--- config.mk ---
export PLATFORM = sky130hd
export DESIGN_NAME = fetch_unit
export DESIGN_NICKNAME = d
export VERILOG_FILES = /design/src/rtl/fetch_unit_pkg.sv /design/src/rtl/fetch_buffer.sv /design/src/rtl/fetch_unit.sv
export SDC_FILE = /design/constraint.sdc
export NUM_CORES = 1
export LEC_CHECK = 0
export CAP_MARGIN = 20
export CELL_PAD_IN_SITES_DETAIL_PLACEMENT = 2
export CELL_PAD_IN_SITES_GLOBAL_PLACEMENT = 2
export CORE_AREA = 2 2 133 167
export DETAILED_ROUTE_END_ITERATION = 10
export DIE_AREA = 0 0 135 169
export PLACE_DENSITY_LB_ADDON = 0.1
export SETUP_SLACK_MARGIN = 0.02
export SYNTH_ARGS = -nofsm -noshare
export SYNTH_HDL_FRONTEND = slang
export SYNTH_SLANG_ARGS = --single-unit
--- constraint.sdc ---
create_clock -name clk -period 4.4 [get_ports clk]
set_input_delay 0.66 -clock clk [delete_from_list [all_inputs] [get_ports clk]]
set_output_delay 0.66 -clock clk [all_outputs]
set_load 0.01 [all_outputs]
--- src/rtl/fetch_unit_pkg.sv ---
// Shared types and constants for the instruction fetch stage.
package fetch_unit_pkg;

    localparam int          WORD_W       = 16;
    localparam logic [15:0] RESET_PC_DEF = 16'h0000;
    localparam logic [4:0]  OP_HALT      = 5'b00000;

    typedef enum logic [1:0] {
        S_IDLE,
        S_FETCH,
        S_WAIT,
        S_HALT
    } fetch_state_t;

    typedef struct packed {
        logic [WORD_W-1:0] instr;
        logic [WORD_W-1:0] pc;
    } fetch_entry_t;

    function automatic logic is_halt(input logic [WORD_W-1:0] instr);
        return instr[15:11] == OP_HALT;
    endfunction

endpackage

--- src/rtl/fetch_buffer.sv ---
// Two-entry instruction queue between fetch and decode.
module fetch_buffer
    import fetch_unit_pkg::*;
(
    input  logic         clk,
    input  logic         rst_n,
    input  logic         push,
    input  fetch_entry_t push_data,
    input  logic         pop,
    input  logic         flush,
    output logic [1:0]   count,
    output logic         head_valid,
    output fetch_entry_t head
);

    fetch_entry_t mem [2];
    logic         rd_ptr;
    logic         wr_ptr;
    logic         do_push;
    logic         do_pop;

    assign do_pop     = pop && (count != 2'd0);
    assign do_push    = push && ((count != 2'd2) || do_pop);
    assign head_valid = (count != 2'd0);
    assign head       = mem[rd_ptr];

    always_ff @(posedge clk or negedge rst_n) begin
        if (!rst_n) begin
            for (int i = 0; i < 2; i++) begin
                mem[i] <= '0;
            end
            rd_ptr <= 1'b0;
            wr_ptr <= 1'b0;
            count  <= 2'd0;
        end else if (flush) begin
            rd_ptr <= 1'b0;
            wr_ptr <= 1'b0;
            count  <= 2'd0;
        end else begin
            if (do_push) begin
                mem[wr_ptr] <= push_data;
                wr_ptr      <= ~wr_ptr;
            end
            if (do_pop) begin
                rd_ptr <= ~rd_ptr;
            end
            count <= count + {1'b0, do_push} - {1'b0, do_pop};
        end
    end

endmodule

--- src/rtl/fetch_unit.sv ---
// Fetch stage: PC, single-outstanding imem handshake, redirect and HALT.
module fetch_unit
    import fetch_unit_pkg::*;
#(
    parameter logic [15:0] RESET_PC  = RESET_PC_DEF,
    parameter int          BUF_DEPTH = 2
) (
    input  logic        clk,
    input  logic        rst_n,
    input  logic        redirect,
    input  logic [15:0] redirect_pc,
    output logic        imem_req,
    output logic [15:0] imem_addr,
    input  logic        imem_gnt,
    input  logic        imem_rvalid,
    input  logic [15:0] imem_rdata,
    output logic        if_valid,
    output logic [15:0] if_instr,
    output logic [15:0] if_pc,
    output logic [15:0] if_incPC,
    input  logic        if_ready,
    output logic        halted
);

    fetch_state_t state;
    fetch_state_t state_n;
    logic [15:0]  pc;
    logic [15:0]  pc_n;
    logic [15:0]  req_pc;
    logic [15:0]  req_pc_n;
    logic         drop;
    logic         drop_n;
    logic         push;
    logic         flush;
    logic [1:0]   count;
    fetch_entry_t head;
    fetch_entry_t push_data;

    assign imem_addr = pc;
    assign halted    = (state == S_HALT);
    assign if_instr  = head.instr;
    assign if_pc     = head.pc;
    assign if_incPC  = head.pc + 16'd2;
    assign flush     = redirect && (state != S_IDLE);

    assign push_data.instr = imem_rdata;
    assign push_data.pc    = req_pc;

    always_ff @(posedge clk or negedge rst_n) begin
        if (!rst_n) begin
            state  <= S_IDLE;
            pc     <= RESET_PC;
            req_pc <= RESET_PC;
            drop   <= 1'b0;
        end else begin
            state  <= state_n;
            pc     <= pc_n;
            req_pc <= req_pc_n;
            drop   <= drop_n;
        end
    end

    always_comb begin
        state_n  = state;
        pc_n     = pc;
        req_pc_n = req_pc;
        drop_n   = drop;
        push     = 1'b0;
        imem_req = 1'b0;
        unique case (state)
            S_IDLE: begin
                state_n = S_FETCH;
            end
            S_FETCH: begin
                // No in-flight slot here, so the gate is just count
                imem_req = int'(count) < BUF_DEPTH;
                if (imem_req && imem_gnt) begin
                    pc_n     = pc + 16'd2;
                    req_pc_n = pc;
                    state_n  = S_WAIT;
                end
                if (redirect) begin
                    pc_n   = redirect_pc;
                    drop_n = imem_req && imem_gnt;
                end
            end
            S_WAIT: begin
                if (imem_rvalid) begin
                    state_n = S_FETCH;
                    drop_n  = 1'b0;
                    if (!drop && !redirect) begin
                        push = 1'b1;
                        if (is_halt(imem_rdata)) begin
                            state_n = S_HALT;
                        end
                    end
                end
                if (redirect) begin
                    pc_n = redirect_pc;
                    if (!imem_rvalid) begin
                        drop_n = 1'b1;
                    end
                end
            end
            S_HALT: begin
                if (redirect) begin
                    pc_n    = redirect_pc;
                    state_n = S_FETCH;
                end
            end
            default: begin
                state_n = S_IDLE;
            end
        endcase
    end

    fetch_buffer u_buf (
        .clk       (clk),
        .rst_n     (rst_n),
        .push      (push),
        .push_data (push_data),
        .pop       (if_ready),
        .flush     (flush),
        .count     (count),
        .head_valid(if_valid),
        .head      (head)
    );

endmodule
==> reports/metrics.yaml, run 1 <==
status:
  outcome: "complete, no violations"
detailed_routing:
  routed_via_density: 4.816
  dr.pass1.iters: 4
  first_iter_violations: 93
  wl_per_cell_um: 19.21
  routed_wl_mm: 15.56
  num_vias: 3901
  drt_drc_violations_left: 0
  ant_nets: 0
sta:
  slew_headroom_pct: 49.15
  grt_setup_unrepaired: "no"
  tightest_slew_ps: 762.7
  setup_viol: 0
  final.setup.tns_ps: 0
  maxSlewViolCount: 0
  finalHoldViolCount: 0
  fmax_mhz: 252.0
  fin_worst_skew_ps: 12.46
  fin_crit_sh_pct: 90.20
  min_period_ps: 3969
logic_synthesis:
  syn_area_per_cell_um2: 12.13
  synthFlopType: "dfrtp_1"
  synth_edf_count: 0
  synth_area_um2: 5239
  synthCells: 432
  synthTopCellsByArea: "dfrtp_1, mux2_2, a2bb2oi_1"
  synth_top_area_share_pct: 49.20
  ys_seq_area_share_pct: 49.20
  ys_ff_latch: 103
  ys_warn_count: 0
  yosysUniqueCellTypes: 48
  postSynth.asyncResetShare_pct: 100.0
  syn_nets: 478
  yosys.area.top_type: "dfrtp_1"
clock_tree:
  clk_pin_slew_ps: 70
  cts_resized: 0
  hold_buffers: 0
  root_buffer: "clkbuf_16"
  cts_setup_buffers: 0
  cts_tree: "yes"
  clock_path_buffers: 2
  cts_buffers: 9
  cts_sinks: 103
  htree_num_levels: 3
  clk_latency_ps: 350
setup_path:
  critPathKind: "reg2out"
  cpPeakStageDelay_ps: 740
  crit_family: "flip-flops"
  crit_buf_inv: 2
  slowest_stage: "dfrtp_2"
  end_kind: "output port"
  worstPathRequired_ps: 3740
  start_kind: "flop"
  worst-path-max-fanout: 22
  crit_chain: "mux2i_1, inv_1, ha_1, nand4b_1, a21oi_1, nand4_1, xnor2_1, clkdlybuf4s50_1"
  arrival_ps: 3310
run:
  cap_violations: 0
placement:
  portBuffers: 104
  dp_hpwl_mm: 11.12
  place_inst: 794
  gp_congestion: 0.7043
global_routing:
  grt_pass1_vias: 4359
  grt_pass1_wl_mm: 24.95
  grt_usage_pct: 14.14
  grt_max_degree: 37
  overflow: 0
  antenna_found_initial: 0
cells_and_area:
  stdcell_count: 810
  drive_gt1_share_pct: 25.24
  syn2layout_area_growth_pct: 31.38
  diodes: 0
  nNetsFinal: 572
hold_path:
  hold_path_class: "in2async"
die:
  die_h_um: 169
  die_area_um2: 22820
  die_w_um: 135
  ios: 105
  initial_core_util_pct: 24.57
  rows: 60
  fp.coreArea_um2: 21320
power:
  ir_drop_uv: 217.8
  total_power_mw: 4.727
  leakagePower_nw: 2.946
  power_density_nw_per_um2: 686.7
[cell families after synthesis]
group | share of synthesized area, %
AOI/OAI and AO/OA | 8.813
xor gates and xnor gates | 2.508
adders and majority gates | 1.911
buffers and inverters | 3.391
DFF | 49.20
muxes | 24.60
and+or+nand+nor | 9.578
[path summary, 6_finish.rpt]
check / start / to / slack [ps] / cells after the start
setup / recovery: u_buf.rd_ptr / if_incPC[15] / 430 / 8
hold / removal: rst_n / u_buf.mem[26] / 270 / 1
setup reg to reg: state[0] / u_buf.mem[40] / 1930 / 7
hold reg to reg: u_buf.mem[61] / u_buf.mem[61] / 490 / 1
max in group asynchronous: rst_n / u_buf.rd_ptr / 3260 / 2
min in group clk: u_buf.mem[61] / u_buf.mem[61] / 490 / 1
[final cells by class]
class,instances,area (um^2)
timing repair buffer,111,1091
clock buffer,11,232.7
inverter,9,33.78
tap,279,349.1
fill,2259,14440
clock inverter,5,103.9
multi-input combinational,292,2494
sequential,103,2579
[placed cells by master, fill, tap and decap left out, drive strengths merged, types with 5 or more instances in the layout]
cell type      count
clkbuf            11
mux2             110
buf                8
clkdlybuf4s50    103
o21ai              8
a221oi            10
ha                 8
nand3             15
o22ai              8
inv               10
mux2i              5
nor2              11
dfrtp            103
nand2             23
xor2               5
nand4             13
a2bb2oi           12
a21oi              8
xnor2             10
[where the power goes]
| group | total (mW) | switching [mW] | internal [mW] |
|---|---|---|---|
| sequential | 1.64 | 0.375 | 1.26 |
| clock | 0.930 | 0.371 | 0.559 |
| combinational | 2.16 | 0.958 | 1.20 |
[synthesized netlist by cell type (2+ instances only)]
cell and n:
mux2i_1 5, ha_1 8, a22oi_1 2, mux2_1 6, a21oi_1 8, a31oi_1 3
o21ai_0 8, nand3_1 14, nand4b_1 3, buf_2 10, a211o_1 2, nor2_1 10
buf_4 7, o22ai_1 8, a221oi_1 10, a2bb2oi_1 12, clkbuf_1 10, xor2_1 5
dfrtp_1 103, and4_1 3, nor2b_1 2, a211oi_1 4, or3_1 2, nand3b_1 3
and2_1 3, nor3_1 2, nand4_1 13, xnor2_1 10, mux2_2 104, inv_1 9
nand2_1 23, and3_1 4
[metrics by stage]
step                util, %  hold slack, ps  setup WS, ps  area [um^2]
finish                32.28           273.1         431.0         6883
global route          32.28           296.1         132.6         6883
CTS                   32.28           278.0         308.9         6883
detailed placement    30.70           476.7         703.4         6546
global placement      30.70           467.4         830.6         6546
floorplan                 -           364.4          1426         5239
[metal layers]
layer | up-vias | GRT usage (%) | routed length (um)
met4 | 0 | 4.891 | 218
met2 | 71 | 24.72 | 7955
met5 | - | 0 | 0
li1 | 1789 | - | -
met1 | 2030 | 17.92 | 6949
met3 | 11 | 1.767 | 439
[sequential cells by signal (all words and copies together), names as in the netlist]
register	count
drop	1
imem_addr	16
u_buf.mem	64
u_buf.count	2
req_pc	16
state	2
u_buf.rd_ptr	1
u_buf.wr_ptr	1
No activity file was read; power rests on OpenSTA's default activity.
==> run 2: changes to the inputs <==
--- a/config.mk
+++ b/config.mk
@@ -5,12 +5,12 @@
 export SDC_FILE = /design/constraint.sdc
 export NUM_CORES = 1
 export LEC_CHECK = 0
-export CAP_MARGIN = 20
+export CAP_MARGIN = 10
 export CELL_PAD_IN_SITES_DETAIL_PLACEMENT = 2
 export CELL_PAD_IN_SITES_GLOBAL_PLACEMENT = 2
-export CORE_AREA = 2 2 133 167
+export CORE_AREA = 2 2 110 139
 export DETAILED_ROUTE_END_ITERATION = 10
-export DIE_AREA = 0 0 135 169
+export DIE_AREA = 0 0 112 141
 export PLACE_DENSITY_LB_ADDON = 0.1
 export SETUP_SLACK_MARGIN = 0.02
 export SYNTH_ARGS = -nofsm -noshare
==> run 2 against run 1 <==
Maximum frequency down 0.60%. Setup slack worse by 24 ps. Count of clock-buffer cells in the layout unchanged. Clock power down 7.7%. Routed wire length down 4.2%. First-iteration DRC count up 54%. Design area down 1.9%. Global-route usage up 5.4 points. Sequential share of layout area up 0.74 points. Core utilization up 14 points. Sequential power about the same. Via count up 0.15%. Critical path type unchanged. Highest routed layer unchanged.
==> reports/metrics.yaml, run 2 (synthesis gave the netlist of run 1 again) <==
setup_path:
  slowest_stage: "dfrtp_2"
  crit_buf_inv: 2
  start_kind: "flop"
  startpoint: "u_buf.rd_ptr"
  reg2reg_depth: 7
  cpPeakStageDelay_ps: 750
  r2r_end: "u_buf.mem[54]"
  crit_family: "flip-flops"
  arrival_ps: 3330
  r2r_slack_ps: 1780
  end_kind: "output port"
  worst-path-max-fanout: 25
  critPathKind: "reg2out"
  crit_top_cell: "nand4_1"
  crit_chain: "mux2i_1, inv_1, ha_1, nand4_1, a21oi_1, nand4_1, xnor2_1, clkdlybuf4s50_1"
  r2r_start: "state[0]"
  worstPathRequired_ps: 3740
status:
  outcome: "complete, no violations"
sta:
  final.setup.tns_ps: 0
  fin_crit_sh_pct: 90.75
  grt_setup_unrepaired: "no"
  tightest_slew_ps: 1012
  finalWorstSetupSlack_ps: 407.0
  min_period_ps: 3993
  slew_headroom_pct: 32.54
  finalHoldViolCount: 0
  maxSlewViolCount: 0
  hold_ws_ps: 460.2
  setup_viol: 0
  fin_worst_skew_ps: 8.115
  fmax_mhz: 250.4
cells_and_area:
  largest_register_ffs: 64
  stdcell_count: 714
  largest-register: "u_buf.mem"
  final_common_cell: "mux2_2"
  final_cell_mix: "mux2_2, clkdlybuf4s50_1, dfrtp_1"
  fin_util_pct: 46.10
  diodes: 0
  nNetsFinal: 573
  design_area_um2: 6749
  syn2layout_area_growth_pct: 28.83
  drive_gt1_share_pct: 25.75
  fill_cells: 1496
die:
  initial_core_util_pct: 35.79
  rows: 50
  fp.coreArea_um2: 14640
  die_h_um: 141
  die_area_um2: 15790
  die_w_um: 112
  ios: 105
power:
  power_density_nw_per_um2: 689.9
  power_frac_seq_pct: 35.1
  intPower_mw: 2.946
  p_switching_mw: 1.710
  switching_share_pct: 36.73
  p_clk_share_pct: 18.4
  power_frac_comb_pct: 46.4
  leakagePower_nw: 2.940
  ir_drop_uv: 288.0
  total_power_mw: 4.656
placement:
  portBuffers: 104
  dp_hpwl_mm: 10.69
  preCtsSetupSlack_ps: 724.8
  gp_congestion: 0.7432
  dpl_cell_area_um2: 6432
  place_inst: 698
clock_tree:
  clk_latency_ps: 350
  hold_buffers: 0
  cts_setup_buffers: 0
  cts_sinks: 103
  cts_buffers: 9
  clk_pin_slew_ps: 70
  cts_resized: 0
  cts_tree: "yes"
  root_buffer: "clkbuf_16"
  clock_path_buffers: 2
  htree_num_levels: 3
global_routing:
  grt_pass1_wl_mm: 24.73
  overflow: 0
  grt_usage_pct: 19.58
  antenna_found_initial: 0
  grt_pass1_vias: 4483
  grt_max_degree: 76
detailed_routing:
  num_vias: 3907
  ant_nets: 0
  wl_per_cell_um: 20.88
  routed_wl_mm: 14.91
  dr.pass1.iters: 4
  routed_via_density: 5.472
  first_iter_violations: 143
  drt_drc_violations_left: 0
hold_path:
  hold_path_class: "in2async"
run:
  cap_violations: 0
-- run 2: cell count changes in the layout (fill, tap and decap cells not counted) --
cell        change
bufinv_16       -2
clkbuf_1        -2
clkbuf_8        +2
buf_4           +1
clkinv_2        -1
clkinv_4        +1
clkinvlp_4      +1
inv_6           +1
-- run 2: power by group through the flow --
stage	Sequential [mW]	Clock [mW]	Combinational (mW)
4_1_cts	1.64	0.882	2.20
3_5_place_dp	1.66	0	2.18
6_report	1.64	0.858	2.16
2_1_floorplan	1.51	0	1.27
5_1_grt	1.70	0.926	2.35
3_3_place_gp	1.62	0	2.10
-- run 2: per-layer routing --
metal  GRT usage [%]  up-vias  routed length, um
met5               0        -                  0
met4           5.006        0                175
met3           3.009       12                436
met2           34.42       84               7811
met1           25.31     2024               6487
li1                -     1787                  -
-- run 2: worst max path at each step --
stage | end | slack, ps | cells after the start
detailed placement | if_incPC[15] | 720 | 8
global route | if_incPC[15] | 50 | 8
CTS | if_incPC[15] | 320 | 8
global placement | if_incPC[15] | 760 | 8
floorplan | if_incPC[13] | 1430 | 10
finish | if_incPC[15] | 410 | 8
-- run 2: worst reg2reg max path, cell delays in order, from the launching register on --
cell     delay [ps]
dfrtp_1         420
inv_1           120
ha_1            310
nor3b_2         310
nand3_2         210
nor2_4          470
buf_4           300
mux2_2          360
-- run 2: layout make-up --
cell class	instances	area [um^2]	area share, %
clock buffer	11	252.7	3.745
clock inverter	5	63.81	0.9455
inverter	9	33.78	0.5006
multi-input combinational	292	2494	36.95
sequential	103	2579	38.21
tap	182	227.7	3.374
timing repair buffer	112	1099	16.28
